===== src/rtl/stack_seq.sv =====
// Purpose : RPN instruction sequencer driving a stack6 operand stack (ALU, depth tracking, guards).
// Latency : stack controls are combinational in the accept cycle; OUT result is registered (+1 cycle).
// Backpressure: in_ready drops for the two extra cycles of SWAP; every other op is accepted at 1/cycle.
//
// Ports:
//   clk, rst               clock, asynchronous active-high reset
//   in_valid/in_ready      instruction handshake; opcode + imm qualify the instruction
//   qtop, qnext            top two entries read back from stack6
//   load, push, pop, d     stack6 controls and write data
//   depth                  number of valid stack entries (0..DEPTH)
//   out_valid, out_data    one-cycle pulse with the value captured by OUT
//   err_ovf, err_unf       sticky overflow / underflow flags
module stack_seq #(
    parameter int W     = 16,
    parameter int DEPTH = 6
) (
    input  logic         clk,
    input  logic         rst,
    input  logic         in_valid,
    output logic         in_ready,
    input  logic [2:0]   opcode,
    input  logic [W-1:0] imm,
    input  logic [W-1:0] qtop,
    input  logic [W-1:0] qnext,
    output logic         load,
    output logic         push,
    output logic         pop,
    output logic [W-1:0] d,
    output logic [2:0]   depth,
    output logic         out_valid,
    output logic [W-1:0] out_data,
    output logic         err_ovf,
    output logic         err_unf
);

    localparam logic [2:0] OP_NOP   = 3'b000;
    localparam logic [2:0] OP_PUSHI = 3'b001;
    localparam logic [2:0] OP_DROP  = 3'b010;
    localparam logic [2:0] OP_DUP   = 3'b011;
    localparam logic [2:0] OP_ADD   = 3'b100;
    localparam logic [2:0] OP_SUB   = 3'b101;
    localparam logic [2:0] OP_SWAP  = 3'b110;
    localparam logic [2:0] OP_OUT   = 3'b111;

    localparam logic [2:0] DMAX = 3'(DEPTH);

    typedef enum logic [1:0] {
        IDLE = 2'd0,
        SW2  = 2'd1,
        SW3  = 2'd2
    } state_t;

    state_t       state, state_nxt;
    logic [2:0]   depth_nxt;
    logic [W-1:0] tmp0, tmp1;
    logic         tmp0_en, tmp1_en;
    logic         out_fire;
    logic         ovf_set, unf_set;
    logic         accept;

    // Operand-availability guards, evaluated against the current depth.
    logic has1, has2, room;

    assign has1 = (depth >= 3'd1);
    assign has2 = (depth >= 3'd2);
    assign room = (depth < DMAX);

    assign in_ready = (state == IDLE) && !rst;
    assign accept   = in_valid && in_ready;

    always_comb begin
        state_nxt = state;
        depth_nxt = depth;
        load      = 1'b0;
        push      = 1'b0;
        pop       = 1'b0;
        d         = '0;
        tmp0_en   = 1'b0;
        tmp1_en   = 1'b0;
        out_fire  = 1'b0;
        ovf_set   = 1'b0;
        unf_set   = 1'b0;

        case (state)
            IDLE: begin
                if (accept) begin
                    case (opcode)
                        OP_NOP: ;
                        OP_PUSHI: begin
                            if (room) begin
                                load      = 1'b1;
                                push      = 1'b1;
                                d         = imm;
                                depth_nxt = depth + 3'd1;
                            end else begin
                                ovf_set = 1'b1;
                            end
                        end
                        OP_DUP: begin
                            // An empty stack is an operand shortage, not an overflow,
                            // even when DEPTH would otherwise allow the push.
                            if (!has1) begin
                                unf_set = 1'b1;
                            end else if (!room) begin
                                ovf_set = 1'b1;
                            end else begin
                                push      = 1'b1;
                                depth_nxt = depth + 3'd1;
                            end
                        end
                        OP_DROP: begin
                            if (has1) begin
                                pop       = 1'b1;
                                depth_nxt = depth - 3'd1;
                            end else begin
                                unf_set = 1'b1;
                            end
                        end
                        OP_ADD, OP_SUB: begin
                            if (has2) begin
                                load      = 1'b1;
                                pop       = 1'b1;
                                // RPN order: "a b -" yields a - b, a sits in qnext.
                                d         = (opcode == OP_ADD) ? (qnext + qtop) : (qnext - qtop);
                                depth_nxt = depth - 3'd1;
                            end else begin
                                unf_set = 1'b1;
                            end
                        end
                        OP_SWAP: begin
                            // Step 1 of 3: remember the old top and pop it off.
                            if (has2) begin
                                tmp0_en   = 1'b1;
                                pop       = 1'b1;
                                state_nxt = SW2;
                            end else begin
                                unf_set = 1'b1;
                            end
                        end
                        OP_OUT: begin
                            if (has1) begin
                                out_fire = 1'b1;
                            end else begin
                                unf_set = 1'b1;
                            end
                        end
                        default: ;
                    endcase
                end
            end
            SW2: begin
                // Old second entry is now on top: save it and overwrite with old top.
                tmp1_en   = 1'b1;
                load      = 1'b1;
                d         = tmp0;
                state_nxt = SW3;
            end
            SW3: begin
                // Push the old second entry back above the old top.
                load      = 1'b1;
                push      = 1'b1;
                d         = tmp1;
                state_nxt = IDLE;
            end
            default: begin
                state_nxt = IDLE;
            end
        endcase

        // Keep stack6 quiet for the whole time reset is held, including mid-swap.
        if (rst) begin
            load = 1'b0;
            push = 1'b0;
            pop  = 1'b0;
        end
    end

    always_ff @(posedge clk or posedge rst) begin
        if (rst) begin
            state     <= IDLE;
            depth     <= 3'd0;
            out_valid <= 1'b0;
            out_data  <= '0;
            err_ovf   <= 1'b0;
            err_unf   <= 1'b0;
        end else begin
            state     <= state_nxt;
            depth     <= depth_nxt;
            out_valid <= out_fire;
            if (out_fire) begin
                out_data <= qtop;
            end
            if (ovf_set) begin
                err_ovf <= 1'b1;
            end
            if (unf_set) begin
                err_unf <= 1'b1;
            end
        end
    end

    // Swap scratch registers carry no meaning outside SW2/SW3, so no reset.
    always_ff @(posedge clk) begin
        if (tmp0_en) begin
            tmp0 <= qtop;
        end
        if (tmp1_en) begin
            tmp1 <= qtop;
        end
    end

endmodule


===== config.mk =====
export PLATFORM = sky130hd
export DESIGN_NAME = stack_seq
export DESIGN_NICKNAME = d
export VERILOG_FILES = /design/src/rtl/stack_seq.sv
export SDC_FILE = /design/constraint.sdc
export NUM_CORES = 1
export LEC_CHECK = 0
export BUFFER_PORTS_ARGS = -buffer_cell sky130_fd_sc_hd__buf_2
export CAP_MARGIN = 20
export CORE_AREA = 2 2 112 114
export CTS_CLUSTER_SIZE = 20
export DETAILED_ROUTE_END_ITERATION = 12
export DIE_AREA = 0 0 114 116
export GPL_ROUTABILITY_DRIVEN = 0
export PLACE_DENSITY = 0.61
export SYNTH_ARGS = -nofsm -noshare
export SYNTH_HDL_FRONTEND = slang
export SYNTH_SLANG_ARGS = --single-unit

===== constraint.sdc =====
create_clock -name clk -period 3 [get_ports clk]
set_input_delay 0 -clock clk [delete_from_list [all_inputs] [get_ports clk]]
set_output_delay 0 -clock clk [all_outputs]
set_load 0.05 [all_outputs]

==> results of run 1 <==
power breakdown:
group / switching (W) / leakage (nW) / total (W) / internal [W]
combinational: 0.00151 / 1.53 / 0.00218 / 0.000666
sequential: 0.000106 / 0.590 / 0.00112 / 0.00102
clock: 0.000275 / 0.0847 / 0.000673 / 0.000398
total: 0.00189 / 2.20 / 0.00397 / 0.00208
what timing repair did:
action,in CTS,in global routing
hold buffers,10,0
gates resized for setup,4,26
pin swaps,0,2
endpoints found under the setup margin,3,10
buffers inserted,0,2
hold endpoints to repair,42,0
layer usage:
metal,wire length [um],up-vias
met1,4889,1593
li1,-,1583
met3,604,13
met4,203,0
met5,0,-
met2,5203,131
through the flow:
step / setup slack, ns / util, % / setup TNS [ns] / area, um^2 / instances
finish: 0.1147 / 41.11 / 0 / 4897 / 625
detailed placement: -0.09121 / 37.71 / -0.1627 / 4492 / 605
global route: -0.01425 / 41.11 / -0.01425 / 4897 / 625
global placement: -0.06839 / 37.71 / -0.1083 / 4492 / 605
CTS: 0.01020 / 40.11 / 0 / 4777 / 623
floorplan: 0.01018 / - / 0 / 3657 / 345
worst register-to-register path: stages, from the launching register on:
cell and delay [ns]:
dfrtp_1 0.40, inv_1 0.12, ha_1 0.25, nand3b_1 0.20
buf_4 0.20, nor3_2 0.31, buf_4 0.31
state kept, by name (all words and copies together) (netlist names):
signal	count
tmp1	16
tmp0	16
err_unf	1
err_ovf	1
out_data	16
state	2
depth	3
out_valid	1
cell families (layout without fill, tap and decap cells):
kind of cell             count (synthesis)  count (layout)
AO/OA/AOI/OAI                           97              97
flip-flops                              56              56
AND/OR/NAND/NOR                         92              92
buffers and inverters                   28             161
XOR/XNOR                                25              25
multiplexers                            18              18
adder cells (fa/ha/maj)                 29              29
final timing paths:
kind	from	slack, ns	endpoint
max	qtop[6]	0.11	d[14]
min	qtop[1]	0.02	out_data[1]
max reg2reg	state[1]	0.89	tmp0[12]
min reg2reg	err_ovf	0.50	err_ovf
max in group asynchronous	rst	2.40	out_data[13]
min in group asynchronous	rst	0.35	err_ovf
synth_stat cells (5+ instances only):
library cell,number
a21o_1,7
a21oi_1,23
a222oi_1,15
a22o_1,5
clkbuf_1,9
dfrtp_1,24
edfxtp_1,32
ha_1,28
inv_1,14
mux2_2,16
nand2_1,22
nand4_1,6
nor2_1,32
nor3_1,5
o21ai_0,13
o31ai_1,6
xnor2_1,14
xor2_1,11
cell type report:
cell class	count	area, um^2	share of cell area, %
clock buffers	5	125.1	2.555
clock inverters	3	45.04	0.9198
inverters	14	52.55	1.073
multi-input cells	261	2082	42.51
flip-flops and latches	56	1562	31.89
well taps	147	183.9	3.756
repair buffers	139	847.1	17.30
placed cells by master (no fill, tap or decap), types with 5 or more instances in the layout:
| cell | n |
|---|---|
| buf_2 | 90 |
| buf_4 | 36 |
| edfxtp_1 | 32 |
| nor2_1 | 31 |
| ha_1 | 28 |
| dfrtp_1 | 24 |
| nand2_1 | 22 |
| a21oi_1 | 18 |
| mux2_2 | 16 |
| a222oi_1 | 15 |
| xnor2_1 | 14 |
| inv_1 | 14 |
| xor2_1 | 11 |
| dlygate4sd3_1 | 10 |
| o21ai_0 | 9 |
| a21o_1 | 7 |
| nand4_1 | 6 |
| a21oi_2 | 5 |
| a22o_1 | 5 |
| clkbuf_16 | 5 |
==> metrics, run 1 <==
DR WL/cell=roughly 17 um; Pwr Total=0.003972 W; Max Cap Viol=0; Slew @ Worst Pin=between 0.5 and 0.6 ns; top post-synthesis cells by area=edfxtp_1 26%, dfrtp_1 17%, ha_1 9.7%; gr usage total=between 15 and 20%; XOR/XNOR Fraction of Synth Area=between 6 and 7%; vias in the first global route=about 3,200; CTS max path bufs=2; Pwr Density=811.0 nW/um^2; Avg Cell Area, Syn=10.51 um^2; simple-gate area share of the yosys netlist=12.66%; initial antenna violation count=0; post-synthesis to final-layout area growth=35.01%; met3 global-route usage=2.510%; DRT antenna net count=0; Compound-Gate Fraction of Synth Area=19.14%; EDFF count, synth=32; GRT met1 Usage=22.34%; maximum fanout along the worst path=4; cell taking the most area after synthesis=edfxtp_1; Starting Density=30.45%; Die ar.=13,220 um^2; largest family of logic cells by synthesized area=compound AO/OA/AOI/OAI gates; Crit path depth=14; Startpoint Class=primary input; Num CTS Buffers=5; net count after synthesis=428; buffers plus inverters on the worst setup path=3; Num Clock Sinks=56; Initial DRC Count=299; filler instances=between 1,000 and 1,500; Tcrit/Tclk final=a little over nine tenths; Detailed Place HPWL=8376 um; Syn. warnings=0; Top FF cell, synth=edfxtp_1; fin nets=560; die span in y=116 um; Worst Clk Skew=0.003030 ns; worst reg2reg path depth=6; GR peak layer=met2; kind of critical path=primary input to output pin; Root Buffer=clkbuf_16; first-pass GRT wire length=approximately 17,000 um; slew margin rel.=60.02%; Mapped Area=between 3000 and 4000 um^2; Async S/R FF share, synth=42.86%; share of the synthesized area in the top cell type=approximately a quarter; Setup violations, final=0; CP Cell Sequence=buf_2 > or4_4 > nor4_4 > a31oi_2 > nor2_2 > xnor2_1 > ha_1 > inv_1 > o21bai_1 > a21oi_2 > nand4_1 > o31ai_1 > or4_1 > clkbuf_4; Max Slew Vio Count=0; via/cell ratio=5.312; post-synthesis register bit count=56; outcome=finished clean; Cell variety after synth=55; detailed-router iteration count before antenna repair=7; H-tree depth=2; Ant. Diodes=0; CP max stage delay=0.59 ns; final hold vios=0; grt ovf=0; share of layout cells above drive strength 1=37.24%; routed vias=3,320; Critical-path top delay cell=or4_4; Max IR drop VDD=about 480 uV; f_max=~350 MHz; cell family contributing the most delay on the critical path=simple AND/OR/NAND/NOR gates; chip width=between 100 and 150 um; Hold WS=0.01940 ns; met2 capacity usage during global routing=27.18%; CTS tree=built; clock-pin slew on the worst setup and hold paths=0.07 ns; worst-skew pair later-pin latency=0.29 ns; Residual DRC=0; CORE AREA=between 10,000 and 15,000 um^2; Gate Count Post-Synth=about 350; Worst Path Arrival=2.89 ns; CP required=3.00 ns; pin count of the biggest net entering global routing=25; worst min path class=primary input to flip-flop; Seq/Total Area, Yosys=43.05%; total number of placement rows=40; mux cell area share after synthesis=5.519%; Pleak=2.201 nW; num ports=96; final wirelength=10,900 um; minimum clock period=roughly 2.9 ns; post-synthesis share of cell area spent on full adders, half adders and majority gates=10.21%; Crit. End Element=output pin; IO Port Bufs=95; worst hold path depth=2
Note: power is estimated with default switching activity, not from simulation.
==> run 2: changes to the inputs <==
--- a/config.mk
+++ b/config.mk
@@ -12,6 +12,7 @@
 export DETAILED_ROUTE_END_ITERATION = 12
 export DIE_AREA = 0 0 114 116
 export GPL_ROUTABILITY_DRIVEN = 0
+export GPL_TIMING_DRIVEN = 0
 export PLACE_DENSITY = 0.61
 export SYNTH_ARGS = -nofsm -noshare
 export SYNTH_HDL_FRONTEND = slang
==> metrics, run 2 (same netlist as run 1, synthesis figures left out) <==
Final Cell Area=~5000 um^2; Max IR drop VDD=442.6 uV; final hold vios=0; Ant. Diodes=0; CORE AREA=between 10,000 and 15,000 um^2; share of layout cells above drive strength 1=36.65%; biggest regs=out_data (16), tmp0 (16), tmp1 (16); num ports=96; Startpoint Class=primary input; IO Port Bufs=94; Pwr Density=around 800 nW/um^2; CTS tree=built; Residual DRC=0; Die ar.=between 10,000 and 15,000 um^2; pin count of the biggest net entering global routing=25; total number of placement rows=40; Most common cell on crit path=a21oi_2; chip width=114 um; Crit. End Element=output pin; Worst Setup SP=qtop[6]; commonest non-fill, non-tap cell in the layout=buf_2; clock-pin slew on the worst setup and hold paths=about 0.07 ns; Max Cap Viol=0; filler instances=1,164; fin nets=554; Tcrit/Tclk final=98.40%; vias in the first global route=roughly 3,200; routed vias=approximately 3,300; post-synthesis to final-layout area growth=36.25%; hold wc startpoint=qtop[3]; Setup WS pre-CTS=-0.4834 ns; CTS max path bufs=2; Num Clock Sinks=56; Initial DRC Count=259; worst-skew pair later-pin latency=0.30 ns; Worst Clk Skew=about 0.007 ns; CP max stage delay=0.58 ns; final worst slack=a little under 0.05 ns; Root Buffer=clkbuf_16; H-tree depth=2; launch point of the worst reg-to-reg path=state[0]; slew margin rel.=51.17%; first-pass GRT wire length=16,620 um; f_max=338.8 MHz; grt ovf=0; Starting Density=30.45%; Slew @ Worst Pin=0.7325 ns; unrepaired setup endpoints after global routing=yes; Setup violations, final=0; via/cell ratio=5.289; DRT antenna net count=0; Critical-path top delay cell=or4_4; setup_tns=0 ns; Detailed Place HPWL=8142 um; initial antenna violation count=0; Num CTS Buffers=5; Worst Path Arrival=2.95 ns; minimum clock period=between 2 and 3 ns; detailed-router iteration count before antenna repair=8; placed cell area=4328 um^2; commonest cells after routing, fill and taps aside=91 x buf_2, 32 x edfxtp_1, 29 x nor2_1; worst min path class=primary input to flip-flop; kind of critical path=primary input to output pin; final wirelength=10,990 um; Max Slew Vio Count=0; gr usage total=between 10% and 20%; DR WL/cell=about 18 um; die span in y=116 um; CP required=3.00 ns; maximum fanout along the worst path=4; Pleak=2.159 nW; outcome=finished clean; CP Cell Sequence=buf_2 > or4_4 > nand4bb_4 > o21ai_1 > xnor2_1 > ha_1 > a21oi_2 > o21bai_1 > a21oi_2 > o31ai_1 > or4_1 > buf_6
run 2: cell types whose count changed in the layout (fill, tap and decap cells not counted), moves of 2 or more:
cell | before | now
buf_4 | 36 | 9
nor2_2 | 1 | 3
nor2_1 | 31 | 29
clkbuf_1 | 0 | 5
clkbuf_2 | 0 | 2
buf_6 | 1 | 6
buf_12 | 0 | 2
dlygate4sd3_1 | 10 | 15
ha_2 | 0 | 3
ha_1 | 28 | 25
run 2: path summary, 6_finish.rpt:
check                               end  slack, ns  depth (start not counted)
setup / recovery                  d[14]       0.05                         12
setup reg to reg           out_data[12]       0.49                          7
hold / removal                  tmp1[3]       0.02                          1
max in group asynchronous  out_data[12]       2.50                          4
min in group asynchronous       err_unf       0.35                          4
hold reg to reg                 err_ovf       0.46                          2
run 2: worst max-delay path: cells and delay by family:
kind | cells | cell delay (ns)
AND/OR/NAND/NOR | 3 | 1.39
AO/OA/AOI/OAI | 5 | 0.72
buffers and inverters | 2 | 0.32
adder cells (fa/ha/maj) | 1 | 0.32
XOR/XNOR | 1 | 0.20
run 2: metrics by stage:
stage,hold WS [ns],power [W],cells,util [%]
after CTS,-0.01837,0.003850,610,39.36
final,0.02394,0.003947,619,41.49
after global routing,0.02484,0.004175,619,41.49
after floorplan,0.02004,0.002666,345,-
after detailed placement,0.2560,0.003185,587,36.33
after global placement,0.2461,0.003157,586,36.20
run 2: report_power, final:
part,switching [W],internal (W)
registers,0.000112,0.00102
clock network,0.000287,0.000321
logic,0.00154,0.000673
total,0.00194,0.00201
run 2: per-layer routing:
metal,part of all wire [%],global-route usage (%)
met4,2.6,6.098
met3,5.3,2.615
met2,47,26.39
met5,0,0
met1,45,22.02
run 2: cell type report:
type	count	area, um^2	area share [%]
clock inverters	3	33.78	0.6835
well taps	147	183.9	3.722
inverters	14	52.55	1.063
flip-flops and latches	56	1562	31.59
plain buffers	12	67.56	1.367
clock buffers	5	125.1	2.532
repair buffers	121	760.7	15.39
multi-input cells	261	2157	43.65
run 2: timing repair:
action | 4_1_cts | 5_1_grt
buffers inserted | 1 | 9
hold endpoints to repair | 52 | 2
endpoints found under the setup margin | 13 | 13
resized for setup | 13 | 40
hold buffers | 15 | 1
pin swaps | 1 | 12
==> run 3: changes to the inputs <==
--- a/config.mk
+++ b/config.mk
@@ -5,12 +5,13 @@
 export SDC_FILE = /design/constraint.sdc
 export NUM_CORES = 1
 export LEC_CHECK = 0
+export ABC_AREA = 1
 export BUFFER_PORTS_ARGS = -buffer_cell sky130_fd_sc_hd__buf_2
 export CAP_MARGIN = 20
-export CORE_AREA = 2 2 112 114
+export CORE_AREA = 2 2 116 118
 export CTS_CLUSTER_SIZE = 20
 export DETAILED_ROUTE_END_ITERATION = 12
-export DIE_AREA = 0 0 114 116
+export DIE_AREA = 0 0 118 120
 export GPL_ROUTABILITY_DRIVEN = 0
 export GPL_TIMING_DRIVEN = 0
 export PLACE_DENSITY = 0.61
==> metrics, run 3 <==
total number of placement rows=42; worst-skew pair later-pin latency=0.30 ns; hold wc startpoint=opcode[0]; Mapped Area=3935 um^2; Detailed Place HPWL=9237 um; Setup violations, final=0; final wirelength=11,460 um; cell family contributing the most delay on the critical path=buffers and inverters; Residual DRC=0; Syn. warnings=0; launch point of the worst reg-to-reg path=state[0]; Avg Cell Area, Syn=7.918 um^2; Die ar.=14,160 um^2; commonest non-fill, non-tap cell in the layout=nand2_1; Worst Hold End=err_ovf; DR WL/cell=14.38 um; commonest cells after routing, fill and taps aside=156 x nand2_1, 89 x buf_2, 49 x inv_1; H-tree depth=2; routed vias=3,702; P_int=0.002144 W; CP required=around 3.0 ns; Max Slew Vio Count=0; final hold vios=0; maximum fanout along the worst path=6; post-synthesis to final-layout area growth=28.04%; top post-synthesis cells by area=edfxtp_1 24%, dfrtp_1 15%, nand2_1 15%; IO Port Bufs=95; share of the synthesized area in the top cell type=24.42%; top routing layer used=met4; post-synthesis register bit count=56; Tcrit/Tclk final=94.31%; slew margin rel.=38.05%; reg2reg end=tmp0[6]; CP Cell Sequence=dlygate4sd3_1 > buf_2 > nor2_1 > nand2_1 > o21ai_1 > xor2_1 > ha_1 > a21oi_1 > o21ai_0 > a21oi_1 > nand2_1 > nand2_1 > nand3_1 > nand2_1 > nand2_1 > a21oi_1 > buf_4; cell taking the most area after synthesis=edfxtp_1; share of layout cells above drive strength 1=24.19%; Starting Density=30.32%; count leader, synth=nand2_1; power share of the clock group=15.5%; Worst Path Arrival=about 2.8 ns; Num Clock Sinks=56; register-to-register setup slack=0.72 ns; CTS tree=built; NetSw=0.002122 W; Pwr Density=846.5 nW/um^2; worst min path class=primary input to flip-flop; sequential power share=28.7%; die span in y=120 um; initial antenna violation count=0; DRT antenna net count=0; outcome=finished clean; chip width=118 um; Top FF cell, synth=edfxtp_1; final worst slack=around 0.17 ns; buffers plus inverters on the worst setup path=3; Seq/Total Area, Yosys=39.68%; unrepaired setup endpoints after global routing=yes; Cell variety after synth=37; Worst Setup SP=qtop[10]; CORE AREA=12,980 um^2; filler instances=around 1,300; minimum clock period=between 2 and 3 ns; via/cell ratio=4.645; Crit. End Element=output pin; pin count of the biggest net entering global routing=25; num ports=between 90 and 100; Comb power frac=55.8%; Async S/R FF share, synth=42.86%; Most common cell on crit path=nand2_1; EDFF count, synth=32; CTS max path bufs=2; biggest regs=out_data (16), tmp0 (16), tmp1 (16); DR WL met3=731 um; net count after synthesis=between 500 and 600; Initial DRC Count=230; Worst Clk Skew=0.006882 ns; top post-synthesis cells by count=157 x nand2_1, 49 x inv_1, 36 x nor2_1; gr usage total=16.19%; met1 wire length=4937 um; worst reg2reg path depth=9; Setup WS pre-CTS=between 0.15 and 0.2 ns; f_max=~350 MHz; Root Buffer=clkbuf_16; fin nets=roughly 700; Gate Count Post-Synth=497; grt ovf=0; Max IR drop VDD=365.4 uV; Critical-path top delay cell=dlygate4sd3_1; first-pass GRT wire length=18,170 um; clock-pin slew on the worst setup and hold paths=approximately 0.070 ns; final core occ=38.82%; kind of critical path=primary input to output pin; vias in the first global route=3,705; Pleak=2.483 nW; switching share of power=approximately half; Slew @ Worst Pin=0.9283 ns; Max Cap Viol=0; Num CTS Buffers=5; CP max stage delay=approximately 0.53 ns; detailed-router iteration count before antenna repair=4; Startpoint Class=primary input; worst hold path depth=3; routed wl met2=5614 um
==> run 3: cells by family (layout without fill, tap and decap cells) <==
group	Yosys count	count (layout)	synth area share, %
other	0	1	0
adder cells (fa/ha/maj)	29	29	9.412
AND/OR/NAND/NOR	235	235	25.02
flip-flops	56	56	39.68
buffers and inverters	70	193	7.186
XOR/XNOR	20	20	4.452
AO/OA/AOI/OAI	87	87	14.24
==> run 3: timing repair <==
action | in CTS | in global routing
endpoints found under the setup margin | 0 | 16
resized for setup | 0 | 22
buffers inserted | 0 | 2
hold endpoints to repair | 60 | 0
hold buffers | 17 | 0
==> run 3: worst max path at each step <==
stage                       end  slack [ns]  cells after the start
final                     d[14]        0.17                     17
after global routing      d[13]       -0.04                     18
after CTS                  d[6]        0.03                      7
after detailed placement   d[8]        0.15                     20
after global placement     d[8]        0.18                     20
after floorplan            load        0.09                      9
==> run 3: layer usage <==
layer,vias to the layer above,global-route usage [%]
met5,-,0
met4,0,4.518
met3,11,4.040
met2,89,28.38
met1,1721,19.74
li1,1881,-
==> run 3: worst reg2reg max path: stages, from the launching register on <==
cell and delay (ns):
dfrtp_1 0.42, inv_1 0.12, ha_1 0.18, inv_2 0.06
nor2_2 0.09, nand2_1 0.15, inv_1 0.13, a31oi_1 0.14
nor2_1 0.41, buf_4 0.30
==> run 3: power by group through the flow <==
stage	logic [W]	registers (W)	clock network (W)
floorplan	0.00137	0.00160	0
CTS	0.00235	0.00123	0.000675
detailed placement	0.00232	0.00124	0
finish	0.00238	0.00122	0.000662
global route	0.00257	0.00125	0.000702
global placement	0.00229	0.00123	0
==> run 3: layout make-up <==
type,count,area (um^2),share of cell area (%)
Timing Repair Buffer,115,689.4,13.68
Tap cell,176,220.2,4.370
Multi-Input combinational cell,371,2112,41.92
Clock buffer,5,125.1,2.483
Inverter,57,216.5,4.296
Buffer,13,68.82,1.366
Sequential cell,56,1562,30.99
Clock inverter,3,42.54,0.8443
Antenna cell,1,2.502,0.04966
==> run 3: per-stage QoR <==
| step | instances | total power [W] | TNS [ns] | area, um^2 | hold WS (ns) |
|---|---|---|---|---|---|
| after floorplan | 497 | 0.002963 | 0 | 3935 | 0.01462 |
| after global placement | 768 | 0.003512 | 0 | 4631 | 0.2331 |
| after detailed placement | 769 | 0.003555 | 0 | 4638 | 0.2325 |
| after CTS | 794 | 0.004247 | 0 | 4976 | 0.01635 |
| after global routing | 796 | 0.004522 | -0.07908 | 5036 | 0.03169 |
| final | 797 | 0.004265 | 0 | 5039 | 0.02057 |
